===== config.mk =====
export PLATFORM = sky130hd
export DESIGN_NAME = rst_seq
export DESIGN_NICKNAME = d
export VERILOG_FILES = /design/src/rtl/rst_seq_pkg.sv /design/src/rtl/rst_sync.sv /design/src/rtl/rst_seq.sv
export SDC_FILE = /design/constraint.sdc
export NUM_CORES = 1
export LEC_CHECK = 0
export CAP_MARGIN = 20
export CORE_UTILIZATION = 35
export DETAILED_ROUTE_END_ITERATION = 7
export PLACE_DENSITY_LB_ADDON = 0.2
export SYNTH_ARGS = -nofsm -noshare
export SYNTH_HDL_FRONTEND = slang
export SYNTH_SLANG_ARGS = --single-unit

===== constraint.sdc =====
create_clock -name clk_in -period 1.65 [get_ports clk_in]
set_input_delay 0.33 -clock clk_in [delete_from_list [all_inputs] [get_ports clk_in]]
set_output_delay 0.33 -clock clk_in [all_outputs]
set_load 0.01 [all_outputs]

===== src/rtl/rst_seq_pkg.sv =====
// Shared types and sizing helpers for the rst_seq reset sequencer.
// Optional watchdog build macro: RST_SEQ_WATCHDOG_EN.
package rst_seq_pkg;

  localparam int unsigned WD_COUNT_W = 8;

  typedef enum logic [1:0] {
    StReset,
    StHold,
    StRun
  } state_e;

  // Counter must hold the last release offset and, with the watchdog, TIMEOUT.
  function automatic int unsigned cnt_width(input int unsigned hold,
                                            input int unsigned stagger,
                                            input int unsigned nch,
                                            input int unsigned timeout,
                                            input bit          wd_en);
    int unsigned top;
    top = hold + (nch - 1) * stagger;
    if (wd_en && (timeout > top)) begin
      top = timeout;
    end
    if (top < 1) begin
      return 1;
    end
    return $clog2(top + 1);
  endfunction

endpackage


===== src/rtl/rst_sync.sv =====
// Two-flop reset synchroniser: asynchronous assert, synchronous deassert.
// Used by rst_seq (watchdog macro RST_SEQ_WATCHDOG_EN does not affect this block).
module rst_sync (
  input  logic clk_in,
  input  logic rst_in_n,
  output logic srst_n
);

  logic [1:0] sync_q;

  always_ff @(posedge clk_in or negedge rst_in_n) begin
    if (!rst_in_n) begin
      sync_q <= 2'b00;
    end else begin
      sync_q <= {sync_q[0], 1'b1};
    end
  end

  assign srst_n = sync_q[1];

endmodule


===== src/rtl/rst_seq.sv =====
// Reset sequencer: synchronised hold, then staggered per-channel release.
// Define RST_SEQ_WATCHDOG_EN to build the watchdog that re-runs the sequence.
module rst_seq
  import rst_seq_pkg::*;
#(
  parameter int unsigned NCH     = 4,
  parameter int unsigned HOLD    = 16,
  parameter int unsigned STAGGER = 4,
  parameter int unsigned TIMEOUT = 1000000
) (
  input  logic                  clk_in,
  input  logic                  rst_in_n,
  input  logic                  wd_kick,
  output logic [NCH-1:0]        rst_out_n,
  output logic                  ready,
  output logic                  wd_fired,
  output logic [WD_COUNT_W-1:0] wd_count
);

`ifdef RST_SEQ_WATCHDOG_EN
  localparam bit WdEn = 1'b1;
`else
  localparam bit WdEn = 1'b0;
`endif

  localparam int unsigned CntW = cnt_width(HOLD, STAGGER, NCH, TIMEOUT, WdEn);
  localparam int unsigned Last = HOLD + (NCH - 1) * STAGGER;

  typedef logic [CntW-1:0] cnt_t;

  state_e                  state_q, state_d;
  cnt_t                    cnt_q, cnt_d;
  logic [NCH-1:0]          rel_q, rel_d;
  logic                    ready_q, ready_d;
  logic                    fired_q, fired_d;
  logic [WD_COUNT_W-1:0]   wdc_q, wdc_d;
  logic                    expire;
  logic                    srst_n;

`ifndef RST_SEQ_WATCHDOG_EN
  logic unused_kick;
  assign unused_kick = wd_kick;
`endif

  rst_sync u_rst_sync (
    .clk_in   (clk_in),
    .rst_in_n (rst_in_n),
    .srst_n   (srst_n)
  );

  always_comb begin
    state_d = state_q;
    cnt_d   = cnt_q;
    rel_d   = rel_q;
    ready_d = ready_q;
    fired_d = fired_q;
    wdc_d   = wdc_q;
    expire  = 1'b0;

    unique case (state_q)
      // The edge that raised srst_n counts as offset 0, so HOLD is entered at 1.
      StReset: begin
        if (srst_n) begin
          state_d = StHold;
          cnt_d   = cnt_t'(1);
        end
      end
      StHold: begin
        cnt_d = cnt_q + 1'b1;
      end
      StRun: begin
`ifdef RST_SEQ_WATCHDOG_EN
        if (wd_kick) begin
          cnt_d = '0;
        end else if (32'(cnt_q) + 32'd1 >= TIMEOUT - 1) begin
          expire = 1'b1;
        end else begin
          cnt_d = cnt_q + 1'b1;
        end
`endif
      end
      default: begin
        state_d = StReset;
      end
    endcase

    if (expire) begin
      state_d = StHold;
      cnt_d   = '0;
      rel_d   = '0;
      ready_d = 1'b0;
      fired_d = 1'b1;
      if (wdc_q != '1) begin
        wdc_d = wdc_q + 1'b1;
      end
    end else if (state_d == StHold) begin
      for (int unsigned i = 0; i < NCH; i++) begin
        if (32'(cnt_d) >= HOLD + i * STAGGER) begin
          rel_d[i] = 1'b1;
        end
      end
      // Last channel out: RUN and ready in the same edge; counter becomes the watchdog.
      if (32'(cnt_d) >= Last) begin
        state_d = StRun;
        ready_d = 1'b1;
        cnt_d   = '0;
      end
    end
  end

  always_ff @(posedge clk_in or negedge rst_in_n) begin
    if (!rst_in_n) begin
      state_q <= StReset;
      cnt_q   <= '0;
      rel_q   <= '0;
      ready_q <= 1'b0;
      fired_q <= 1'b0;
      wdc_q   <= '0;
    end else begin
      state_q <= state_d;
      cnt_q   <= cnt_d;
      rel_q   <= rel_d;
      ready_q <= ready_d;
      fired_q <= fired_d;
      wdc_q   <= wdc_d;
    end
  end

  assign rst_out_n = rel_q;
  assign ready     = ready_q;
  assign wd_fired  = fired_q;
  assign wd_count  = wdc_q;

endmodule


-- Word-level counts from Yosys, hierarchy flattened
Cells that the tools add are included.
- register bits: 13
- input port bits: 3
- logic and storage cells: 29
- order comparisons: 4
- eq/ne operators: 3
- add/sub/neg operators: 1
- reduce and logical (&&, ||, !) cells: 6
- muxes and demuxes: 8
- operators with widths (cell ; number):
    5-bit >= comparator, second input constant ; 4
    5-bit 2-to-1 mux ; 3
    5-bit case mux with 2 select lines ; 1
    2-bit AND reduction ; 4
    2-bit 2-to-1 mux ; 3
    5-bit by 1-bit adder with 5-bit output, second input constant ; 1
    2-bit by 1-bit == test with 1-bit output, second input constant ; 2
    2-bit case mux with 2 select lines ; 1
    2-bit == test, second input constant ; 1
    2-bit logical NOT ; 1
    2-bit OR reduction ; 1

-- Depth between registers and ports, before layout
Gate-level depths: netlist of run 1.
- depth in word-level cells: 5
- mapped depth: 5

-- Hierarchy
From an unflattened synthesis of run 1, not the netlist that was laid out.
- cell total of the unflattened synthesis: 66
- area total of the unflattened synthesis: 706.9 um2
- modules (own cells, without submodules) (module ; area each (um2) ; times used ; seq. area each (um2) ; cells an instance):
    rst_seq ; 653.1 ; 1 ; 275.3 ; 63
    rst_sync ; 53.8 ; 1 ; 50.0 ; 3

-- Worst setup path after synthesis of run 1
No wires, ideal clock.
- path type: reg2reg
- start: reg cnt_q[0]
- end: reg ready_q (netlist: ready)
- cell stages (with the launch flop): 6
- clock period less this slack: 1495 ps
- data required time: 1526 ps
- library setup time: 124 ps
- data arrival time: 1371 ps
- slack: 155 ps
- cell sequence: dfrtp_1 -> ha_1 -> nor2b_1 -> a221oi_4 -> nor4_4 -> or2_1
- word-level cells in the longest chain between the ends: 4
- elaborated cells on any way between the ends: 5
- RTL lines (what ; line ; RTL):
    from (decl) ; rst_seq.sv:32 ; cnt_t cnt_q, cnt_d;
    from (signal assigned) ; rst_seq.sv:121 ; cnt_q <= cnt_d;
    5-bit by 1-bit adder with 5-bit output / 5-bit 2-to-1 mux (equally long branches) ; rst_seq.sv:69, rst_seq.sv:63 ;
    5-bit case mux with 2 select lines (*) ; rst_seq.sv:60 ; unique case (state_q)
    5-bit >= comparator (*) ; rst_seq.sv:103 ; if (32'(cnt_d) >= Last) begin
    2-bit AND reduction (no line) (*) ; n/a ;
    to (signal assigned) ; rst_seq.sv:123 ; ready_q <= ready_d;
    to (decl) ; rst_seq.sv:34 ; logic ready_q, ready_d;
Mark *: on every way between the ends. The rest lies on a longest branch, timed or not.
A chain may end at the register's enable or synchronous reset.

-- Final worst setup path of run 1
- start: reg cnt_q[1]
- end: reg ready_q (netlist: ready)
Same word-level chain as after synthesis.

==> results of run 1 <==
## logic make-up after synthesis
| family | count (synthesis) | share of synthesized area [%] |
|---|---|---|
| simple gates | 18 | 16.3 |
| flops | 13 | 47.1 |
| compound gates | 12 | 16.3 |
| buf+inv | 12 | 12.0 |
| xor+xnor | 3 | 3.81 |
| other cells | 2 | 1.09 |
| fa+ha+maj | 1 | 1.81 |
| mux | 1 | 1.63 |
## area by class of cell
type	instances	area (sq um)
fillers	173	978
repair buffers	11	97.6
well taps	25	31.3
multi-input cells	45	317
clock buffers	4	26.3
flip-flops and latches	13	325
inverters	2	7.51
## power breakdown
part | switching (mW) | internal, mW
Clock | 0.0946 | 0.0935
Combinational | 0.328 | 0.351
Sequential | 0.0964 | 0.423
Total | 0.519 | 0.867
## layer usage
layer / global-route usage [%] / vias up
met2: 17.5 / 14
met5: 0 / -
met3: 2.35 / 4
met4: 15.9 / 0
met1: 17.8 / 211
li1: - / 221
## sequential cells by signal, indices dropped and copies added, names as in the netlist
| register | cells |
|---|---|
| cnt_q | 5 |
| ready | 1 |
| rst_out_n | 3 |
| state_q | 2 |
| u_rst_sync.sync_q | 2 |
## stage by stage
| step | hold WS [ps] | cell area, sq um |
|---|---|---|
| after floorplan | 34.4 | 721 |
| after global placement | 350 | 774 |
| after detailed placement | 349 | 774 |
| after CTS | 349 | 801 |
| after global routing | 374 | 805 |
| final | 356 | 805 |
## repair_timing
action | 4_1_cts | 5_1_grt
buffers inserted | 0 | 0
endpoints found under the setup margin | 0 | 4
resized for setup | 0 | 2
## cell usage in the layout (no fill, tap or decap)
cell,count
dfrtp_1,13
conb_1,10
clkdlybuf4s50_1,6
nor2_1,5
buf_4,5
nand3_1,3
clkbuf_4,3
nor2b_1,2
xor2_1,2
a31oi_1,2
a22oi_1,2
a21oi_1,2
inv_1,2
a21o_1,2
or2_1,2
o21bai_2,1
and2b_2,1
and3b_2,1
a221oi_4,1
xnor2_1,1
nand2b_1,1
nor4_4,1
nand2_1,1
o311a_1,1
nor3_1,1
a211oi_2,1
mux2_2,1
ha_2,1
clkbuf_1,1
## path summary, 6_finish.rpt
kind	slack, ps	to	depth (start not counted)
hold / removal	360	cnt_q[2]$_DFF_PN0_	2
hold reg to reg	370	u_rst_sync.sync_q[1]$_DFF_PN0_	0
max in group asynchronous	1130	state_q[1]$_DFF_PN0_	2
setup / recovery	100	ready$_DFFE_PN0P_	5
setup reg to reg	100	ready$_DFFE_PN0P_	5
min in group clk_in	370	u_rst_sync.sync_q[1]$_DFF_PN0_	0
## worst max-delay path, stage by stage (launching register included)
cell,delay [ps]
dfrtp_1,400
ha_2,190
and3b_2,250
a221oi_4,50
nor4_4,430
or2_1,160
==> impl_metrics.ini, run 1 <==
[drt]
routedWlPerCell_microns = 11.7
num_vias = 450
wirelength_met1_microns = 557
drtIter0Drc = 2
wl_met3_microns = 32
dr.max_layer_used = met4
ant_nets = 0
drt-total-wl_microns = 1170
avgViaCountPerCell = 4.50
first_pass_iters = 3
drc_errors = 0
dr_wl_met2_microns = 522

[pwr]
leakagePower_nw = 0.363
max-vdd-ir-drop_uv = 831
power.total_mw = 1.39
p_per_area_nw_per_um2 = 1720

[clock_network]
htreeDepth = 1
tritoncts = built
cts_buffers = 3
insertion_delay_ps = 270
cts_buffer_depth = 2
cts.sinks = 13
cts_hold_buf = 0
path_clk_slew_ps = 80
cts-root-buf = clkbuf_4

[grt]
grt_max_degree = 14
grt_pass1_vias = 406
track_usage_pct = 13.7
grt-ovfl-total = 0
grt_pass1_wl_microns = 1860
antenna_found_initial = 0

[floorplanning]
dieArea_sq_um = 2150
die_h_microns = 46.4
start_util_pct = 38.7
io_pins = 17
placementRows = 15
die_w_microns = 46.4
core_sq_um = 1780

[critical_path]
worst-setup-path-type = reg -> reg
worstPathRequired_ps = 1860
crit_path_start_kind = register
crit_start = cnt_q[1]$_DFF_PN0_
critPathArrivalTime_ps = 1760
cp_max_fo = 5
worstSetupEndpointType = register
r2r_start = cnt_q[1]$_DFF_PN0_

[run_status]
status = complete, no violations

[final_layout]
fin_cells = 100
fin_nets = 80
drive_gt1_share_pct = 21.3
syn_to_final_growth_pct = 16.5
utilization_pct = 45.1
antenna_cells = 0

[synthesis]
syn-cell-area_sq_um = 691
synth-seq-cells = 13
synthFlopType = dfrtp_1
yosys-top-cells-count = 13 x dfrtp_1, 10 x buf_4, 5 x nor2_1, 3 x nand3_1
synth-edff-count = 0
yosysSeqAreaShare_pct = 47.1
syn_inst = 62
yosysMostFrequentCell = dfrtp_1
yosys-top-cells-area = dfrtp_1 47%, buf_4 11%, a221oi_4 3.8%
synth_top_area_share_pct = 47.1
yosysWarnings = 0
async_flop_share_pct = 100
synth_top_area_cell = dfrtp_1
syn_area_per_cell_sq_um = 11.1
yosys.cell_types.count = 26

[timing]
rsz0062_at_grt = false
setup-violations-final = 0
timing.setup.tns_ps = 0
finalMaxSlewViolations = 0
fin_ws_ps = 105
finalCriticalPeriod_ps = 1550
min_period_over_period_pct = 93.7
skew_ps = 7.89
max_freq_ghz = 0.647
hold_viol = 0

[min_path]
hold_class = in -> async

[placement]
hpwlAfterDp_microns = 874
gp_congestion = 0.730
dpl.cell_count = 96
dp_slack_ps = 92.1
io_buffer_count = 6

[job]
maxCapViolCount = 0
(Power assumes the default switching activity.)
==> inputs of run 2 (changes only) <==
--- a/config.mk
+++ b/config.mk
@@ -6,7 +6,8 @@
 export NUM_CORES = 1
 export LEC_CHECK = 0
 export CAP_MARGIN = 20
-export CORE_UTILIZATION = 35
+export CORE_MARGIN = 5
+export CORE_UTILIZATION = 40
 export DETAILED_ROUTE_END_ITERATION = 7
 export PLACE_DENSITY_LB_ADDON = 0.2
 export SYNTH_ARGS = -nofsm -noshare
==> constraint.sdc (replaced) <==
create_clock -name clk_in -period 1.7 [get_ports clk_in]
set_input_delay 0.34 -clock clk_in [delete_from_list [all_inputs] [get_ports clk_in]]
set_output_delay 0.34 -clock clk_in [all_outputs]
set_load 0.01 [all_outputs]
==> impl_metrics.ini, run 2 (synthesis results as in run 1) <==
[drt]
ant_nets = 0
routedWlPerCell_microns = 12.6
drt-total-wl_microns = 1140
drtIter0Drc = 5
num_vias = 454
avgViaCountPerCell = 4.99
drc_errors = 0
first_pass_iters = 4

[floorplanning]
start_util_pct = 40.9
placementRows = 15
die_w_microns = 51.6
die_h_microns = 51.6
io_pins = 17
dieArea_sq_um = 2660
core_sq_um = 1690

[grt]
grt_pass1_wl_microns = 1970
track_usage_pct = 10.4
busiest_layer = met2
use_met2_pct = 16.5
antenna_found_initial = 0
grt-ovfl-total = 0
use_met3_pct = 1.72
met1_usage_pct = 11.9
grt_pass1_vias = 442
grt_max_degree = 14

[clock_network]
cts_hold_buf = 0
htreeDepth = 1
cts.sinks = 13
path_clk_slew_ps = 70
cts-root-buf = clkbuf_4
tritoncts = built
insertion_delay_ps = 270
cts_buffer_depth = 2
cts_buffers = 3
post_cts.repair.setup_buffers = 0
cts_resized = 0

[final_layout]
fin_nets = 79
largest_register_ffs = 5
multiInputGateArea_sq_um = 313
final_cell_mix = 13 x dfrtp_1, 10 x conb_1, 6 x clkdlybuf4s50_1
syn_to_final_growth_pct = 13.4
fillCellCount = 157
layout_commonest_cell = dfrtp_1
regArea_sq_um = 325
antenna_cells = 0
drive_gt1_share_pct = 17.6
top_register = cnt_q
fin_cells = 91

[pwr]
p_per_area_nw_per_um2 = 1670
comb_power_share_pct = 47.8
swShare_pct = 37.8
power_switching_mw = 0.493
max-vdd-ir-drop_uv = 700
p_int_mw = 0.813
p_seq_share_pct = 38.1
leakagePower_nw = 0.360
pwr-share-clk_pct = 14.1

[timing]
finalMaxSlewViolations = 0
skew_ps = 0.663
timing.setup.tns_ps = 0
setup-violations-final = 0
finalCriticalPeriod_ps = 1590
hold_viol = 0
min_period_over_period_pct = 93.3
max_freq_ghz = 0.630
rsz0062_at_grt = false

[critical_path]
worstSetupEndpointType = register
reg2reg_depth = 5
max_stage_delay_ps = 400
worstPathRequired_ps = 1860
cp_max_fo = 5
crit_family = simple AND/OR/NAND/NOR gates
critPathArrivalTime_ps = 1750
r2r-end = ready$_DFFE_PN0P_
r2r_setup_slack_ps = 110
crit_chain = ha_1, nor2b_1, a221oi_4, nor4_4, or2_1
crit_slowest_cell = dfrtp_1
worst-setup-path-type = reg -> reg
r2r_start = cnt_q[1]$_DFF_PN0_
crit_path_start_kind = register
crit_buf_inv = 0

[min_path]
min-delay-start = u_rst_sync.sync_q[0]$_DFF_PN0_
min_to = u_rst_sync.sync_q[1]$_DFF_PN0_
whs_path_depth = 0
hold_class = reg -> reg

[placement]
gp_congestion = 0.716
hpwlAfterDp_microns = 905
io_buffer_count = 6
dpl.cell_count = 87

[run_status]
status = complete, no violations

[job]
maxCapViolCount = 0
==> run 2: how the worst max path moves through the flow <==
stage	start	endpoint	slack, ps	cells after the start
floorplan	cnt_q[0]$_DFF_PN0_	ready$_DFFE_PN0P_	200	5
global placement	cnt_q[0]$_DFF_PN0_	ready$_DFFE_PN0P_	130	5
detailed placement	cnt_q[1]$_DFF_PN0_	ready$_DFFE_PN0P_	120	5
CTS	cnt_q[1]$_DFF_PN0_	ready$_DFFE_PN0P_	100	5
global route	cnt_q[0]$_DFF_PN0_	rst_out_n[2]$_DFFE_PN0P_	10	5
finish	cnt_q[1]$_DFF_PN0_	ready$_DFFE_PN0P_	110	5
==> run 2: final cells by class <==
class | count | area share, %
Sequential cell | 13 | 41.5
Timing Repair Buffer | 10 | 11.5
Clock buffer | 4 | 3.35
Tap cell | 17 | 2.72
Multi-Input combinational cell | 45 | 39.9
Inverter | 2 | 0.958
==> run 2: power groups by stage <==
stage          clock network [mW]  registers [mW]  logic, mW
2_1_floorplan                   0           0.513      0.431
3_3_place_gp                    0           0.504      0.624
3_5_place_dp                    0           0.506      0.631
4_1_cts                     0.198           0.499      0.634
5_1_grt                     0.213           0.514      0.688
6_report                    0.184           0.498      0.624
==> run 2: per-stage QoR <==
| stage | hold WS [ps] | cell area, sq um | power, mW | worst slack (ps) | utilization (%) |
|---|---|---|---|---|---|
| after CTS | 364 | 783 | 1.33 | 104 | 46.4 |
| after global routing | 368 | 783 | 1.41 | 11.2 | 46.4 |
| after global placement | 334 | 757 | 1.13 | 130 | 44.8 |
| after detailed placement | 346 | 757 | 1.14 | 120 | 44.8 |
| after floorplan | 44.4 | 721 | 0.944 | 205 | - |
| final | 357 | 783 | 1.31 | 114 | 46.4 |
==> run 2: per-layer routing <==
layer | wire length [microns] | vias up
li1 | - | 219
met1 | 479 | 222
met2 | 615 | 9
met3 | 20 | 4
met4 | 29 | 0
met5 | 0 | -
